$ cat src/rtl/quant_pkg.sv
// Shared quantization constants and types; dequantize takes its scale from here too.
package quant_pkg;

   localparam int unsigned DEQ_SCALE = 2408;
   localparam int unsigned SHIFT     = 24;
   localparam int unsigned INV_SCALE = 6967;   // round(2^SHIFT / DEQ_SCALE)
   localparam int          QMAX      = 127;
   localparam int          QMIN      = -128;
   localparam int unsigned VEC_LEN   = 8;      // power of two, >= 2

   localparam int unsigned DATA_W    = 32;
   localparam int unsigned CODE_W    = 8;
   localparam int unsigned PROD_W    = 48;
   localparam longint unsigned ROUND_C = 64'd1 << (SHIFT - 1);

   typedef logic signed [CODE_W-1:0] int8_t;
   typedef logic signed [DATA_W-1:0] int32_t;

   // One quantized sample: code plus its clamp flag
   typedef struct packed {
      int8_t code;
      logic  sat;
   } quant_res_t;

endpackage

$ cat src/rtl/quant_sat_round.sv
// Combinational round/clamp: arithmetic shift of the biased product, saturate to int8.
module quant_sat_round
   import quant_pkg::*;
(
   input  logic signed [PROD_W-1:0] prod_i,
   output quant_res_t               res_c_o
);

   localparam logic signed [PROD_W-1:0] R_MAX = PROD_W'(QMAX);
   localparam logic signed [PROD_W-1:0] R_MIN = PROD_W'(QMIN);

   logic signed [PROD_W-1:0] r_c;

   // Bias was added upstream, so the shift completes round-half-up
   assign r_c = prod_i >>> SHIFT;

   // Clamp to the int8 range and flag any clamping
   always_comb begin
      res_c_o.code = r_c[CODE_W-1:0];
      res_c_o.sat  = 1'b0;
      if (r_c > R_MAX) begin
         res_c_o.code = CODE_W'(QMAX);
         res_c_o.sat  = 1'b1;
      end else if (r_c < R_MIN) begin
         res_c_o.code = CODE_W'(QMIN);
         res_c_o.sat  = 1'b1;
      end
   end

endmodule

$ cat src/rtl/quantize.sv
// Two-stage int32 -> int8 vector quantizer with per-vector done and saturation flags.
module quantize
   import quant_pkg::*;
(
   input  logic              clk_i,
   input  logic              rstn_i,
   input  logic [DATA_W-1:0] din_i,
   input  logic              valid_i,
   output logic [CODE_W-1:0] dout_o,
   output logic              valid_o,
   output logic              sat_o,
   output logic              done_o,
   output logic              vec_sat_o
);

   localparam int unsigned CNT_W = $clog2(VEC_LEN);
   localparam logic [CNT_W-1:0] CNT_LAST = CNT_W'(VEC_LEN - 1);
   localparam logic signed [PROD_W-1:0] SCALE_EXT = PROD_W'(INV_SCALE);
   localparam logic signed [PROD_W-1:0] ROUND_EXT = PROD_W'(ROUND_C);

   logic signed [PROD_W-1:0] prod_d, prod_q;
   logic                     v1_q;
   logic signed [PROD_W-1:0] din_ext_c;
   quant_res_t               res_c;

   logic [CODE_W-1:0] dout_d, dout_q;
   logic              valid_d, valid_q;
   logic              sat_d, sat_q;
   logic              done_d, done_q;
   logic              vec_sat_d, vec_sat_q;
   logic [CNT_W-1:0]  cnt_d, cnt_q;
   logic              sticky_d, sticky_q;

   // Stage 1: scale by the reciprocal and add the rounding bias
   always_comb begin
      din_ext_c = PROD_W'($signed(din_i));
      prod_d    = din_ext_c * SCALE_EXT + ROUND_EXT;
   end

   quant_sat_round u_sat_round (
      .prod_i  (prod_q),
      .res_c_o (res_c)
   );

   // Stage 2 next-state: capture result, count elements, track vector saturation
   always_comb begin
      dout_d    = dout_q;
      sat_d     = sat_q;
      valid_d   = v1_q;
      done_d    = 1'b0;
      vec_sat_d = 1'b0;
      cnt_d     = cnt_q;
      sticky_d  = sticky_q;
      if (v1_q) begin
         dout_d = res_c.code;
         sat_d  = res_c.sat;
         if (cnt_q == CNT_LAST) begin
            done_d    = 1'b1;
            vec_sat_d = sticky_q | res_c.sat;
            cnt_d     = '0;
            sticky_d  = 1'b0;
         end else begin
            cnt_d    = cnt_q + CNT_W'(1);
            sticky_d = sticky_q | res_c.sat;
         end
      end
   end

   // Pipeline, counter and flag registers
   always_ff @(posedge clk_i or negedge rstn_i) begin
      if (!rstn_i) begin
         prod_q    <= '0;
         v1_q      <= 1'b0;
         dout_q    <= '0;
         valid_q   <= 1'b0;
         sat_q     <= 1'b0;
         done_q    <= 1'b0;
         vec_sat_q <= 1'b0;
         cnt_q     <= '0;
         sticky_q  <= 1'b0;
      end else begin
         prod_q    <= prod_d;
         v1_q      <= valid_i;
         dout_q    <= dout_d;
         valid_q   <= valid_d;
         sat_q     <= sat_d;
         done_q    <= done_d;
         vec_sat_q <= vec_sat_d;
         cnt_q     <= cnt_d;
         sticky_q  <= sticky_d;
      end
   end

   assign dout_o    = dout_q;
   assign valid_o   = valid_q;
   assign sat_o     = sat_q;
   assign done_o    = done_q;
   assign vec_sat_o = vec_sat_q;

endmodule

$ cat config.mk
export PLATFORM = sky130hd
export DESIGN_NAME = quantize
export DESIGN_NICKNAME = d
export VERILOG_FILES = /design/src/rtl/quant_pkg.sv /design/src/rtl/quant_sat_round.sv /design/src/rtl/quantize.sv
export SDC_FILE = /design/constraint.sdc
export NUM_CORES = 1
export LEC_CHECK = 0
export BUFFER_PORTS_ARGS = -buffer_cell sky130_fd_sc_hd__buf_4
export CORE_UTILIZATION = 44
export DETAILED_ROUTE_END_ITERATION = 8
export GPL_TIMING_DRIVEN = 0
export PLACE_DENSITY = 0.72
export SKIP_LAST_GASP = 1
export SLEW_MARGIN = 15
export SYNTH_ARGS = -nofsm -noshare
export SYNTH_HDL_FRONTEND = slang
export SYNTH_HIERARCHICAL = 1
export SYNTH_SLANG_ARGS = --single-unit
$ cat constraint.sdc
create_clock -name clk_i -period 1.61 [get_ports clk_i]
set_clock_uncertainty 0.15 [all_clocks]
set_input_delay 0.2415 -clock clk_i [delete_from_list [all_inputs] [get_ports clk_i]]
set_output_delay 0.2415 -clock clk_i [all_outputs]
set_load 0.005 [all_outputs]
== Word-level counts from Yosys, hierarchy flattened ==
Cells that the tools add are included.
Storage, ports and cells
  register bits: 64
  input port bits: 35
  output and inout bits: 12
Operators by class
  $add $sub $neg: 2
  multipliers: 1
  magnitude comparators: 2
  equality and inequality tests: 1
  muxes and demuxes: 8
  bitwise logic cells: 1
Operators with widths (number)
  46-bit by 25-bit adder with 47-bit output (second input constant): 1
  32-bit by 14-bit multiplier with 46-bit output (second input constant): 1
  23-bit by 8-bit greater-than comparator with 1-bit output (second input constant): 1
  23-bit by 8-bit less-than comparator with 1-bit output (second input constant): 1
  9-bit two-way mux: 2
  1-bit two-way mux: 5
  3-bit by 1-bit adder with 3-bit output (second input constant): 1
  3-bit equality test (second input constant): 1
  3-bit two-way mux: 1
  1-bit OR: 1

== Logic depth before layout (Yosys ltp) ==
  depth in word-level cells: 6
  depth in mapped cells: 23
  gate-level depth less buffers: 22

== Cells and area by module ==
Netlist, hierarchy kept.
Modules (own cells, without submodules)
  quantize: instances 1, cells an instance 1161, area an instance 11847.6 um^2
  quant_sat_round: instances 1, cells an instance 19, area an instance 170.2 um^2

== Worst setup path after synthesis ==
Ideal clock, no wire load.
  path type: input port to flip-flop
  from: in din_i[21]
  to: reg prod_q[39]
  setup time: 0.080 ns
  arrival time: 5.351 ns
  data required time: 1.380 ns
  setup slack: -3.971 ns
  stages: 19
  cell sequence: fa_1 > inv_1 > fa_1 > fa_1 > fa_1 > fa_1 > fa_1 > inv_1 > ha_1 > buf_2 > a21o_1 > a21o_1 > a21o_1 > a21oi_1 > o221ai_1 > a221oi_2 > o21ai_1 > a221oi_2 > xnor2_1
On the way
  word-level cells in the longest chain between the ends: 2
RTL lines
  start: declaration: RTL line quantize.sv:7  | input logic [DATA_W-1:0] din_i,
  32-bit by 14-bit multiplier with 46-bit output: RTL line quantize.sv:37  | prod_d = din_ext_c * SCALE_EXT + ROUND_EXT;
  46-bit by 25-bit adder with 47-bit output: RTL line quantize.sv:37
  via prod_d[39]: RTL line quantize.sv:21  | logic signed [PROD_W-1:0] prod_d, prod_q;
  end signal: assignment: RTL line quantize.sv:82  | prod_q <= prod_d;
  end: declaration: RTL line quantize.sv:21
The timed path passes the listed nets, and every way through them passes these cells.
A chain may end at the register's enable or synchronous reset.

== Final worst setup path ==
  from: in din_i[14]
  to: reg, netlist name prod_q[46]
On the way
  word-level cells in the longest chain between the ends: 2
RTL lines (RTL line)
  32-bit by 14-bit multiplier with 46-bit output: quantize.sv:37
  46-bit by 25-bit adder with 47-bit output: quantize.sv:37
  via prod_d[46]: quantize.sv:21
The timed path passes the listed nets, and every way through them passes these cells.

==> metrics.txt <==
most common cell after layout, fill and taps aside=inv_1; first-pass GRT wire length=~43000 um; Ys Warns=6; PortBufs=46; Core ar.=around 0.025 mm2; drt total wl=~26000 um; H-tree depth=2; drt pass-1 iters=4; Clk pin slew, worst setup/hold paths=~0.05 ns; status=finished, violations left; post-layout min period=approximately 5.5 ns; Worst Hold Slack=~0.33 ns; fraction of layout cells with a size suffix above 1=26.9%; cell row count=57; initial DRC count=320; Max-Cap Viols=0; Setup TNS Final=-84.14 ns; grt total ovfl=0; failing checks=negative setup slack; CP max FO=7; Ant. Diodes=0; Syn Nets=1545; Post-DP Area=approximately 0.012 mm2; Vias/cell=5.07; Hold Crit Class=in -> async; Tcrit/Tclk final=340%; Max Slew Vio Count=0; CP bufs+invs=5; die height=161 um; vias in the first global route=about 8500; Root Buffer Master=clkbuf_16; r2r startpoint=prod_q[34]; Area growth syn-to-layout=25.2%; initial antenna violation count=0; dpl ws=-4.47 ns; final instance area=approximately 0.014 mm2; GPL Wtd Cong=~0.89; largest net degree at the start of global routing=slightly above 40; crit path from=din_i[14]; CP startpoint kind=input port; critical path, cell by cell=buf_4 -> ha_4 -> inv_1 -> fa_1 -> inv_1 -> fa_1 -> fa_2 -> fa_1 -> inv_2 -> fa_1 -> inv_1 -> ha_4 -> and3_4 -> nand2_1 -> o211ai_1 -> a21oi_2 -> a21oi_4 -> o21bai_4 -> nor4b_4 -> nor2_2 -> a211o_1; Avg WL per Cell=between 15 and 20 um; clk buf depth=2; CP Capture Type=register; mapped cell area=between 0.01 and 0.015 mm2; Num CTS Buffers=5; vias=approximately 7900; Filler cells=roughly 2000; clk sinks=40; CP max-delay cell=fa_1; Die X=between 150 and 200 um; Ports=47; Top cell by count, worst path=fa_1; GRT Overall Usage=around 21%; commonest cells after routing, fill and taps aside=272 x inv_1, 184 x fa_1, 142 x ha_1; setup ws final=-3.86 ns; Slew headroom=between 60 and 70%; max incr delay on CP=between 0.5 and 0.6 ns; worst slew pin tran=roughly 0.55 ns; Post-Syn Instances=1116; Worst-Skew Late Latency=about 0.27 ns; Final ANT Viol Nets=0; Total Die Area=0.0260 mm2; Setup Viol. Count Final=33; Worst EP arrival=5.47 ns; reg2reg setup slack=-0.22 ns; drc violations=0; critical path type=in -> reg; required time worst endpoint=roughly 1.6 ns; mean cell area of the mapped netlist=9.98 um2; RSZ-0062 raised after global routing=true; achievable frequency=183 MHz; CTS tree=done; HPWL Detailed=21200 um; crit-path leading delay family=adder cells; Initial Util=between 40% and 50%; final hold violation count=0; Final nets=about 1700
## layer usage
| metal | global-route usage, % | vias up | routed length [um] |
|---|---|---|---|
| met1 | 28.2 | 3898 | 11700 |
| li1 | - | 3731 | - |
| met5 | 0 | - | 0 |
| met2 | 35.7 | 204 | 13100 |
| met3 | 2.34 | 33 | 1080 |
| met4 | 3.73 | 0 | 370 |
## stage by stage
step	cells	util [%]
final	1550	56.7
after global routing	1550	56.7
after CTS	1530	53.5
after detailed placement	1486	49.9
after global placement	1486	49.9
after floorplan	1116	-
## layout make-up
type / instances / area, um2 / share of cell area, %
clock buffers: 6 / 129 / 0.924
well taps: 324 / 405 / 2.91
multi-input cells: 754 / 10100 / 72.8
inverters: 306 / 1170 / 8.40
plain buffers: 9 / 88.8 / 0.637
clock inverters: 1 / 5.00 / 0.0359
repair buffers: 110 / 996 / 7.14
flip-flops and latches: 40 / 1000 / 7.18
## flip-flops by register name, indices dropped and copies added, names as in the netlist
register   flops
cnt_q          3
done_o         1
dout_o         8
prod_q        23
sat_o          1
sticky_q       1
v1_q           1
valid_o        1
vec_sat_o      1
## worst paths after layout
kind / endpoint / cells after the start
max reg2reg: dout_o[5] / 4
min: done_o / 2
min reg2reg: vec_sat_o / 1
min in group clk_i: vec_sat_o / 1
max in group asynchronous: prod_q[28] / 2
max: prod_q[46] / 21
## worst reg2reg max path, cell delays in order, from the launching register on
cell	delay [ns]
dfrtp_1	0.41
nor4_4	0.33
a41oi_2	0.30
a21o_1	0.27
mux2_4	0.26
## repair_timing
| item | in CTS | in global routing |
|---|---|---|
| endpoints found under the setup margin | 33 | 35 |
| setup buffers | 45 | 28 |
| gates cloned | 0 | 0 |
| hold buffers | 2 | 0 |
| pin swaps | 53 | 94 |
| resized for setup | 93 | 138 |
| endpoints found under the hold margin | 41 | 0 |
Power is not shown: default switching activity piles up to over one toggle a cycle in this logic, so the estimate is an artifact.
